File: src/rtl/tilt_warp_pkg.sv
// Shared constants, k lookup table and tilt clamp for the tilt warp pipeline.
package tilt_warp_pkg;

    localparam int unsigned K_ENTRIES = 113;
    localparam int unsigned K_MAX_IDX = K_ENTRIES - 1;
    localparam logic [7:0]  K_SAT     = 8'd255;
    localparam int unsigned K_FRAC    = 7;

    typedef logic [K_ENTRIES-1:0][7:0] k_table_t;

    // Table is piecewise-linear between calibration points (idx, k):
    // (0,128) (23,142) (32,149) (64,178) (66,181) (112,254); integer
    // truncation keeps it monotonic non-decreasing.
    function automatic k_table_t build_k_table();
        k_table_t    tbl;
        int unsigned a, b, ka, kb;
        tbl = '0;
        for (int unsigned i = 0; i < K_ENTRIES; i++) begin
            if (i <= 23) begin
                a = 0;  b = 23;  ka = 128; kb = 142;
            end else if (i <= 32) begin
                a = 23; b = 32;  ka = 142; kb = 149;
            end else if (i <= 64) begin
                a = 32; b = 64;  ka = 149; kb = 178;
            end else if (i <= 66) begin
                a = 64; b = 66;  ka = 178; kb = 181;
            end else begin
                a = 66; b = 112; ka = 181; kb = 254;
            end
            tbl[i] = 8'(ka + ((kb - ka) * (i - a)) / (b - a));
        end
        return tbl;
    endfunction

    localparam k_table_t K_TABLE = build_k_table();

    // Halve the raw sine sample (arithmetic) and clamp to +/-limit.
    function automatic int clamp_tilt(input int sample, input int limit);
        int half;
        half = sample >>> 1;
        if (half > limit)
            return limit;
        if (half < -limit)
            return -limit;
        return half;
    endfunction

endpackage

File: src/rtl/tilt_k_rom.sv
// Combinational index -> k (Q1.7) lookup, saturating to K_SAT past the table.
module tilt_k_rom #(
    parameter int unsigned IDX_W = 14
) (
    input  logic [IDX_W-1:0] idx,
    output logic [7:0]       k
);
    import tilt_warp_pkg::*;

    // Table read with saturation for indices beyond the last entry.
    always_comb begin
        k = K_SAT;
        if (32'(idx) <= K_MAX_IDX)
            k = K_TABLE[idx[6:0]];
    end

endmodule

File: src/rtl/tilt_warp_pipe.sv
// Three-stage pipelined perspective tilt warp with valid/ready backpressure.
// S1: tilt product, S2: cross-coupled k lookup, S3: scale about the pivot.
module tilt_warp_pipe #(
    parameter int unsigned COORD_W    = 11,
    parameter int unsigned SCREEN_W   = 480,
    parameter int unsigned SCREEN_H   = 480,
    parameter int unsigned CENTER_X   = 240,
    parameter int unsigned CENTER_Y   = 240,
    parameter int unsigned TILT_LIMIT = 60,
    parameter int unsigned IDX_SHIFT  = 8
) (
    input  logic                      clk,
    input  logic                      rst_n,
    input  logic signed [COORD_W-1:0] sin_x,
    input  logic signed [COORD_W-1:0] sin_y,
    input  logic                      tilt_apply,
    input  logic                      in_valid,
    output logic                      in_ready,
    input  logic        [COORD_W-1:0] x_in,
    input  logic        [COORD_W-1:0] y_in,
    output logic                      out_valid,
    input  logic                      out_ready,
    output logic        [COORD_W-1:0] x_out,
    output logic        [COORD_W-1:0] y_out,
    output logic                      x_oob,
    output logic                      y_oob
);
    import tilt_warp_pkg::*;

    localparam int unsigned PW = 2 * COORD_W;
    localparam int unsigned MW = 2 * COORD_W + 8;
    localparam int unsigned IW = PW - IDX_SHIFT;

    // Positive tilt weights distance from 0, negative tilt distance from the far edge.
    function automatic logic [PW-1:0] axis_product(
        input logic        [COORD_W-1:0] c,
        input logic signed [COORD_W-1:0] d,
        input int unsigned               screen
    );
        logic [COORD_W-1:0] mag;
        logic [COORD_W-1:0] base;
        if (d[COORD_W-1]) begin
            mag  = COORD_W'(-d);
            base = COORD_W'(screen - 1) - c;
        end else begin
            mag  = d;
            base = c;
        end
        return PW'(base) * PW'(mag);
    endfunction

    // Returns {oob, coord}; coord is forced to 0 when off screen.
    function automatic logic [COORD_W:0] axis_scale(
        input logic [COORD_W-1:0] c,
        input logic [7:0]         k,
        input int unsigned        center,
        input int unsigned        screen
    );
        logic signed [MW-1:0] diff;
        logic signed [MW-1:0] m;
        logic signed [MW-1:0] r;
        logic                 oob;
        logic [COORD_W-1:0]   coord;
        diff  = $signed(MW'(c)) - $signed(MW'(center));
        m     = diff * $signed(MW'(k));
        r     = $signed(MW'(center)) + (m >>> K_FRAC);
        oob   = r[MW-1] || (r >= $signed(MW'(screen)));
        coord = oob ? '0 : r[COORD_W-1:0];
        return {oob, coord};
    endfunction

    logic signed [COORD_W-1:0] dx, dy;
    logic signed [COORD_W-1:0] dx_new, dy_new;
    logic signed [COORD_W-1:0] dx_eff, dy_eff;

    logic               s1_valid, s2_valid;
    logic [COORD_W-1:0] s1_x, s1_y, s2_x, s2_y;
    logic [PW-1:0]      s1_tx, s1_ty;
    logic [7:0]         s2_kx, s2_ky;
    logic [IW-1:0]      idx_x, idx_y;
    logic [7:0]         kx, ky;
    logic [COORD_W:0]   x_res, y_res;

    assign in_ready = !out_valid || out_ready;

    // Clamped candidate tilt; a pixel accepted alongside tilt_apply sees it immediately.
    always_comb begin
        dx_new = COORD_W'(clamp_tilt(int'(sin_x), int'(TILT_LIMIT)));
        dy_new = COORD_W'(clamp_tilt(int'(sin_y), int'(TILT_LIMIT)));
        dx_eff = tilt_apply ? dx_new : dx;
        dy_eff = tilt_apply ? dy_new : dy;
    end

    // Active tilt registers, updated only on the frame-boundary strobe.
    always_ff @(posedge clk or negedge rst_n) begin
        if (!rst_n) begin
            dx <= '0;
            dy <= '0;
        end else if (tilt_apply) begin
            dx <= dx_new;
            dy <= dy_new;
        end
    end

    // k indices: x scale uses the y product and vice versa.
    always_comb begin
        idx_x = IW'(s1_ty >> IDX_SHIFT);
        idx_y = IW'(s1_tx >> IDX_SHIFT);
    end

    tilt_k_rom #(.IDX_W(IW)) u_kx (.idx(idx_x), .k(kx));
    tilt_k_rom #(.IDX_W(IW)) u_ky (.idx(idx_y), .k(ky));

    // Final scale about the pivot for both axes.
    always_comb begin
        x_res = axis_scale(s2_x, s2_kx, CENTER_X, SCREEN_W);
        y_res = axis_scale(s2_y, s2_ky, CENTER_Y, SCREEN_H);
    end

    // Whole pipeline advances together whenever the output slot is free.
    always_ff @(posedge clk or negedge rst_n) begin
        if (!rst_n) begin
            s1_valid  <= 1'b0;
            s1_x      <= '0;
            s1_y      <= '0;
            s1_tx     <= '0;
            s1_ty     <= '0;
            s2_valid  <= 1'b0;
            s2_x      <= '0;
            s2_y      <= '0;
            s2_kx     <= '0;
            s2_ky     <= '0;
            out_valid <= 1'b0;
            x_out     <= '0;
            y_out     <= '0;
            x_oob     <= 1'b0;
            y_oob     <= 1'b0;
        end else if (in_ready) begin
            s1_valid  <= in_valid;
            s1_x      <= x_in;
            s1_y      <= y_in;
            s1_tx     <= axis_product(x_in, dx_eff, SCREEN_W);
            s1_ty     <= axis_product(y_in, dy_eff, SCREEN_H);
            s2_valid  <= s1_valid;
            s2_x      <= s1_x;
            s2_y      <= s1_y;
            s2_kx     <= kx;
            s2_ky     <= ky;
            out_valid <= s2_valid;
            x_oob     <= x_res[COORD_W];
            x_out     <= x_res[COORD_W-1:0];
            y_oob     <= y_res[COORD_W];
            y_out     <= y_res[COORD_W-1:0];
        end
    end

endmodule

File: config.mk
export PLATFORM = sky130hd
export DESIGN_NAME = tilt_warp_pipe
export DESIGN_NICKNAME = d
export VERILOG_FILES = /design/src/rtl/tilt_warp_pkg.sv /design/src/rtl/tilt_k_rom.sv /design/src/rtl/tilt_warp_pipe.sv
export SDC_FILE = /design/constraint.sdc
export NUM_CORES = 1
export LEC_CHECK = 0
export BUFFER_PORTS_ARGS = -buffer_cell sky130_fd_sc_hd__buf_2
export CAP_MARGIN = 25
export CORE_UTILIZATION = 35
export CTS_BUF_LIST = sky130_fd_sc_hd__clkbuf_8
export DETAILED_ROUTE_END_ITERATION = 16
export GPL_TIMING_DRIVEN = 0
export PLACE_DENSITY_LB_ADDON = 0.3
export SETUP_SLACK_MARGIN = 0.1
export SLEW_MARGIN = 20
export SYNTH_ARGS = -nofsm -noshare
export SYNTH_HDL_FRONTEND = slang
export SYNTH_SLANG_ARGS = --single-unit
File: constraint.sdc
create_clock -name clk -period 19.83 [get_ports clk]
set_clock_uncertainty 0.2 [all_clocks]
set_input_delay 0.9915 -clock clk [delete_from_list [all_inputs] [get_ports clk]]
set_output_delay 0.9915 -clock clk [all_outputs]
set_load 0.1 [all_outputs]
======== Yosys cells after proc, flatten, opt, wreduce, memory -nomap -nowiden ========
Memory sizes are Yosys's and may differ from the RTL's.
Cells that the tools add are included.
word-level totals
  ROM bits ................................ 2,048
  memories kept ........................... 2
  bits of input ports ..................... 49
  flip-flop bits (word level) ............. 153
  output and inout port bits .............. 26
memories
  name              words  bits a word  rd ports  clocked after memory_dff  write ports  line              source
  (name not given)  128    8            1         0                         0            tilt_k_rom.sv:14  k = K_TABLE[idx[6:0]];
  (name not given)  128    8            1         0                         0            tilt_k_rom.sv:14
cells by class
  multiplexer cells ....................... 30
  magnitude comparators ................... 10
  multiply operators ...................... 4
  reductions and logical operators ........ 4
  add/sub/neg operators ................... 8
operator list
  kind                   number
  $mux 11                18
  $mul 11x11->22         2
  $mul 12x9->21          2
  $mux 8                 4
  $add 9x14->15 const A  2
  $ge 15x10->1 const B   2
  $le 14x7->1 const B    2
  $sub 11x8->12 const B  2
  $neg 11->11            2
  $sub 9x11->11 const A  2
  $gt 10x7->1 const B    2
  $lt 10x7->1 const B    2
  $lt 7x8->1 const B     2
  $mux 6                 2
  $mux 1                 6
  $logic_or 1x1->1       3
  $logic_not 1->1        1

======== Logic depth before layout (Yosys ltp) ========
  depth after elaboration ................. 10
  gate-level depth with buffers ........... 34
  gate-level depth less buffers ........... 33

======== By module ========
A second synthesis with hierarchy kept.
unflattened totals
  cell total of the unflattened synthesis .. 2,794
  area total of the unflattened synthesis .. 23,401.2 sq um
by module, submodules not included
  module              cells each  instances  seq. area each (sq um)  area each (sq um)
  tilt_warp_pipe      2,467       1          3,428.3                 21,312.9
  tilt_k_rom at u_ky  170         1          0.0                     1,114.8
  tilt_k_rom at u_kx  157         1          0.0                     973.4

======== Worst setup path after synthesis ========
OpenSTA, ideal clock, no wires.
  path type ............................... input to register
  start point ............................. input sin_y[5]
  end point ............................... register s1_ty[20]
  path buffers ............................ 2
  path slack .............................. 11,528 ps
  arrival ................................. 7,964 ps
  stages .................................. 28
  library setup time ...................... 137 ps
  path through ............................ o41ai_1 ha_1 clkbuf_1 a2111o_1 nand2_1 clkinv_1 ha_1 nor2_1 xnor2_1 clkbuf_1 nand2_1 fa_1 fa_1 fa_1 inv_1 fa_1 fa_1 ha_1 a21o_1 a21o_1 a21oi_1 o21ai_0 a21o_1 a221oi_2 a21oi_2 a21o_1 a2111oi_0 nor3_1
on the way
  word-level cells in the longest chain between the ends .. 10
RTL lines
  item                    line                   source
  start: declaration      tilt_warp_pipe.sv:15   input logic signed [COORD_W-1:0] sin_y,
  $lt 10x7->1             tilt_warp_pkg.sv:43    if (half < -limit)
  $mux 1 (2 in series)    tilt_warp_pkg.sv:43
  $mux 11                 tilt_warp_pkg.sv:45    return half;
  $mux 11 *               tilt_warp_pkg.sv:43
  $mux 11 *               -
  net dy_eff[0]           tilt_warp_pipe.sv:74   logic signed [COORD_W-1:0] dx_eff, dy_eff;
  $neg 11->11             tilt_warp_pipe.sv:43   mag = COORD_W'(-d);
  $mux 11 *               tilt_warp_pipe.sv:42   if (d[COORD_W-1]) begin
  $mux 11 *               tilt_warp_pipe.sv:138  end else if (in_ready) begin
  $mul 11x11->22 *        tilt_warp_pipe.sv:49   return PW'(base) * PW'(mag);
  end signal: assignment  tilt_warp_pipe.sv:143  s1_ty <= axis_product(y_in, dy_eff, SCREEN_H);
  end: declaration        tilt_warp_pipe.sv:78   logic [PW-1:0] s1_tx, s1_ty;
The timed path passes the listed nets; every way through them passes the cells marked *. The select of a mux whose other input is x is not followed.
A chain may end at the register's enable or synchronous reset.

======== Worst setup path after layout ========
Same ends and word-level chain as after synthesis.

==> impl_metrics.csv <==
group,metric,value,unit
outcome,status,"complete, no violations",
synth,avgSynthCellArea,8.281,um2
sta,hold_viol,0,
sta,fin_crit,9.010,ns
global_route,use_met3,2.310,%
clock_tree,clock_sinks,136,
synth,synth.distinct_cells,87,
synth,synth_seq_area_share,14.58,%
global_route,antenna_found_initial,1,
clock_tree,clk_pin_slew,0.09,ns
synth,synth_area_leaders,"fa_1 (27%), dfrtp_1 (15%), ha_1 (12%)",
sta,setup_viol,0,
floorplan,io_pins,75,
sta,rsz0062_at_grt,"false",
route,via_per_inst,4.885,
route,vias,18499,
worst_hold_path,hold_class,"in -> async",
place,hpwlAfterDp,48.34,mm
synth,syn_inst,2818,
global_route,first_global_vias,19168,
critical_path,cp_max_fo,10,
global_route,grt.met1_usage,24.43,%
clock_tree,clock_latency,0.53,ns
cells_and_area,syn_to_final_growth,8.144,%
cells_and_area,drive_above_1_share,4.858,%
critical_path,critPathKind,"in -> reg",
floorplan,die_h,260.2,um
cells_and_area,regArea,0.003403,mm2
place,dpl_cell_area,0.02482,mm2
clock_tree,cts_max_level,4,
sta,max_freq,111.0,MHz
sta,slew_headroom,35.87,%
cells_and_area,final_cells,3787,
global_route,grt_usage,18.17,%
global_route,grt_pass1_wl,98.84,mm
critical_path,cp-start-kind,"input pin",
place,port_buffers,71,
synth,synth_top_cell_area_share,26.77,%
global_route,grt_max_degree,90,
place,finalWeightedCongestion,0.9244,
route,drtAntennaViolNets,0,
global_route,grt_overflow,0,
route,drt_iter0_markers,872,
critical_path,cp.required,20.03,ns
clock_tree,post_cts.repair.setup_buffers,0,
place,dp.cells,3754,
synth,synth_edf_count,0,
cells_and_area,nets,3491,
clock_tree,cts_resized,0,
clock_tree,cts_root_buffer,"clkbuf_8",
floorplan,dieArea,0.06771,mm2
synth,async_flop_share,100.0,%
floorplan,num_rows,94,
synth,synthFlopType,"dfrtp_1",
cells_and_area,num-fill-cells,6881,
synth,synth.cell_area,0.02334,mm2
global_route,gr-max-usage-layer,"met2",
synth,synth_fp_nets,3399,
sta,worstMarginPinSlew,0.9620,ns
route,drc,0,
job,maxCapViolCount,0,
sta,drv_slew,0,
floorplan,die_w,260.2,um
route,wl_per_cell,15.40,um
cells_and_area,diodes,0,
cells_and_area,multi_input_area,0.01757,mm2
route,routed_wl,58.30,mm
global_route,grtUsageMet2,30.47,%
route,dr.pass1.iters,5,
clock_tree,tritoncts,"done",
clock_tree,postCtsHoldBufs,0,
synth,synth_seq_cells,136,
floorplan,core,0.06586,mm2
sta,fin_crit_sh,45.43,%
synth,yosys_warnings,0,
critical_path,endpoint_kind,"flip-flop",
floorplan,initial_utilization,35.43,%
critical_path,arrival,9.21,ns
cells_and_area,fin_area,0.02524,mm2
clock_tree,numCtsBuffers,17,
synth,yosys.area.top_type,"fa_1",
clock_tree,cts_buffer_depth,2,
sta,tns,0,ns
## synth_stat cells (all sizes together), types with 6 or more instances
| cell type | number |
|---|---|
| xnor2 | 94 |
| fa | 312 |
| xor2 | 36 |
| mux2i | 12 |
| o211ai | 11 |
| a32o | 7 |
| and3 | 9 |
| nor3 | 28 |
| a21o | 18 |
| a21boi | 6 |
| o31ai | 13 |
| dfrtp | 136 |
| nand2b | 32 |
| and4 | 8 |
| and2 | 141 |
| clkbuf | 100 |
| a2111oi | 6 |
| o21a | 13 |
| a41o | 6 |
| nand3 | 20 |
| a221oi | 6 |
| nor4 | 8 |
| ha | 220 |
| nor2 | 181 |
| o22ai | 7 |
| buf | 15 |
| nand4 | 11 |
| a211oi | 21 |
| a31oi | 26 |
| a21oi | 112 |
| a22o | 12 |
| nor2b | 30 |
| inv | 512 |
| o21bai | 7 |
| o21ai | 94 |
| nand2 | 458 |
| or2 | 6 |
## cells by family (layout without fill, tap and decap cells)
group	count (synthesis)	in the layout	synth area share [%]
and+or+nand+nor	956	956	18.90
DFF	136	136	14.58
adders and majority gates	532	532	38.56
xor gates and xnor gates	130	130	4.911
AOI/OAI and AO/OA	416	416	11.90
buffers and inverters	630	735	10.18
muxes	18	18	0.9651
## worst max-delay path, stage by stage
cell	delay [ns]
buf_2	0.11
o41ai_1	0.37
ha_1	0.29
clkbuf_1	0.21
a2111o_1	0.33
nand2_1	0.25
clkinv_1	0.32
ha_1	0.32
nand4_1	0.13
o21ai_0	0.16
xnor2_1	0.66
nand2_1	0.18
fa_1	0.59
fa_1	0.46
fa_1	0.52
fa_1	0.43
fa_1	0.49
inv_1	0.04
ha_1	0.32
a21o_1	0.18
a21oi_1	0.18
o21ai_0	0.12
a21o_1	0.21
a221oi_2	0.40
a21oi_2	0.14
a21o_1	0.23
a2111oi_0	0.45
nor3_1	0.11
## sequential cells by signal, summed over array words and instances (netlist names), 7 cells and up
signal / cells
s1_y: 11
s1_x: 11
s2_ky: 7
s2_y: 11
x_out: 11
dy: 11
s1_ty: 14
y_out: 11
s2_x: 11
s1_tx: 14
s2_kx: 8
dx: 11
## placed cells by master (no fill, tap or decap), types with 13 or more instances in the layout
cell,count
a31oi_1,26
dfrtp_1,136
inv_1,511
buf_1,13
a21oi_1,111
ha_1,220
clkbuf_1,99
nand2b_1,32
clkbuf_8,18
nor3_1,27
xnor2_1,93
a21o_1,18
nand3_1,20
nor2b_1,30
xor2_1,36
a211oi_1,21
o21a_1,13
nor2_1,181
buf_2,71
o21ai_0,91
nand2_1,458
and2_1,139
fa_1,312
## stage by stage
stage | worst slack, ns | hold slack, ns | util (%)
finish | 10.82 | 0.1667 | 38.32
global route | 10.30 | 0.1701 | 38.32
CTS | 10.86 | 0.1366 | 38.31
detailed placement | 10.32 | 0.2583 | 37.69
global placement | 10.23 | 0.2501 | 37.61
floorplan | 11.53 | 0.2300 | -
## final cells by class
type,instances,share of cell area (%)
sequential,136,13.49
clock inverter,14,0.6396
tap,864,4.284
buffer,115,1.750
multi-input combinational,2052,69.62
inverter,515,7.660
clock buffer,18,0.9817
timing repair buffer,73,1.577
## metal layers
| metal | part of all wire, % | up-vias |
|---|---|---|
| met3 | 3.6 | 73 |
| met4 | 2.1 | 0 |
| met1 | 48 | 8973 |
| met2 | 47 | 342 |
| li1 | - | 9111 |
| met5 | 0 | - |
## worst paths after layout
check	cells past startpoint	startpoint	to	slack, ns
worst max-delay path	28	sin_y[5]	s1_ty[20]	10.82
worst min-delay path	1	rst_n	y_out[6]	0.17
worst max register to register	26	dy[10]	s1_ty[20]	11.72
worst min register to register	2	s1_valid	s1_valid	0.27
max in group asynchronous	2	rst_n	dx[1]	18.45
min in group clk	2	s1_valid	s1_valid	0.27
Power is not shown: default switching activity piles up to over one toggle a cycle in this logic, so the estimate is an artifact.
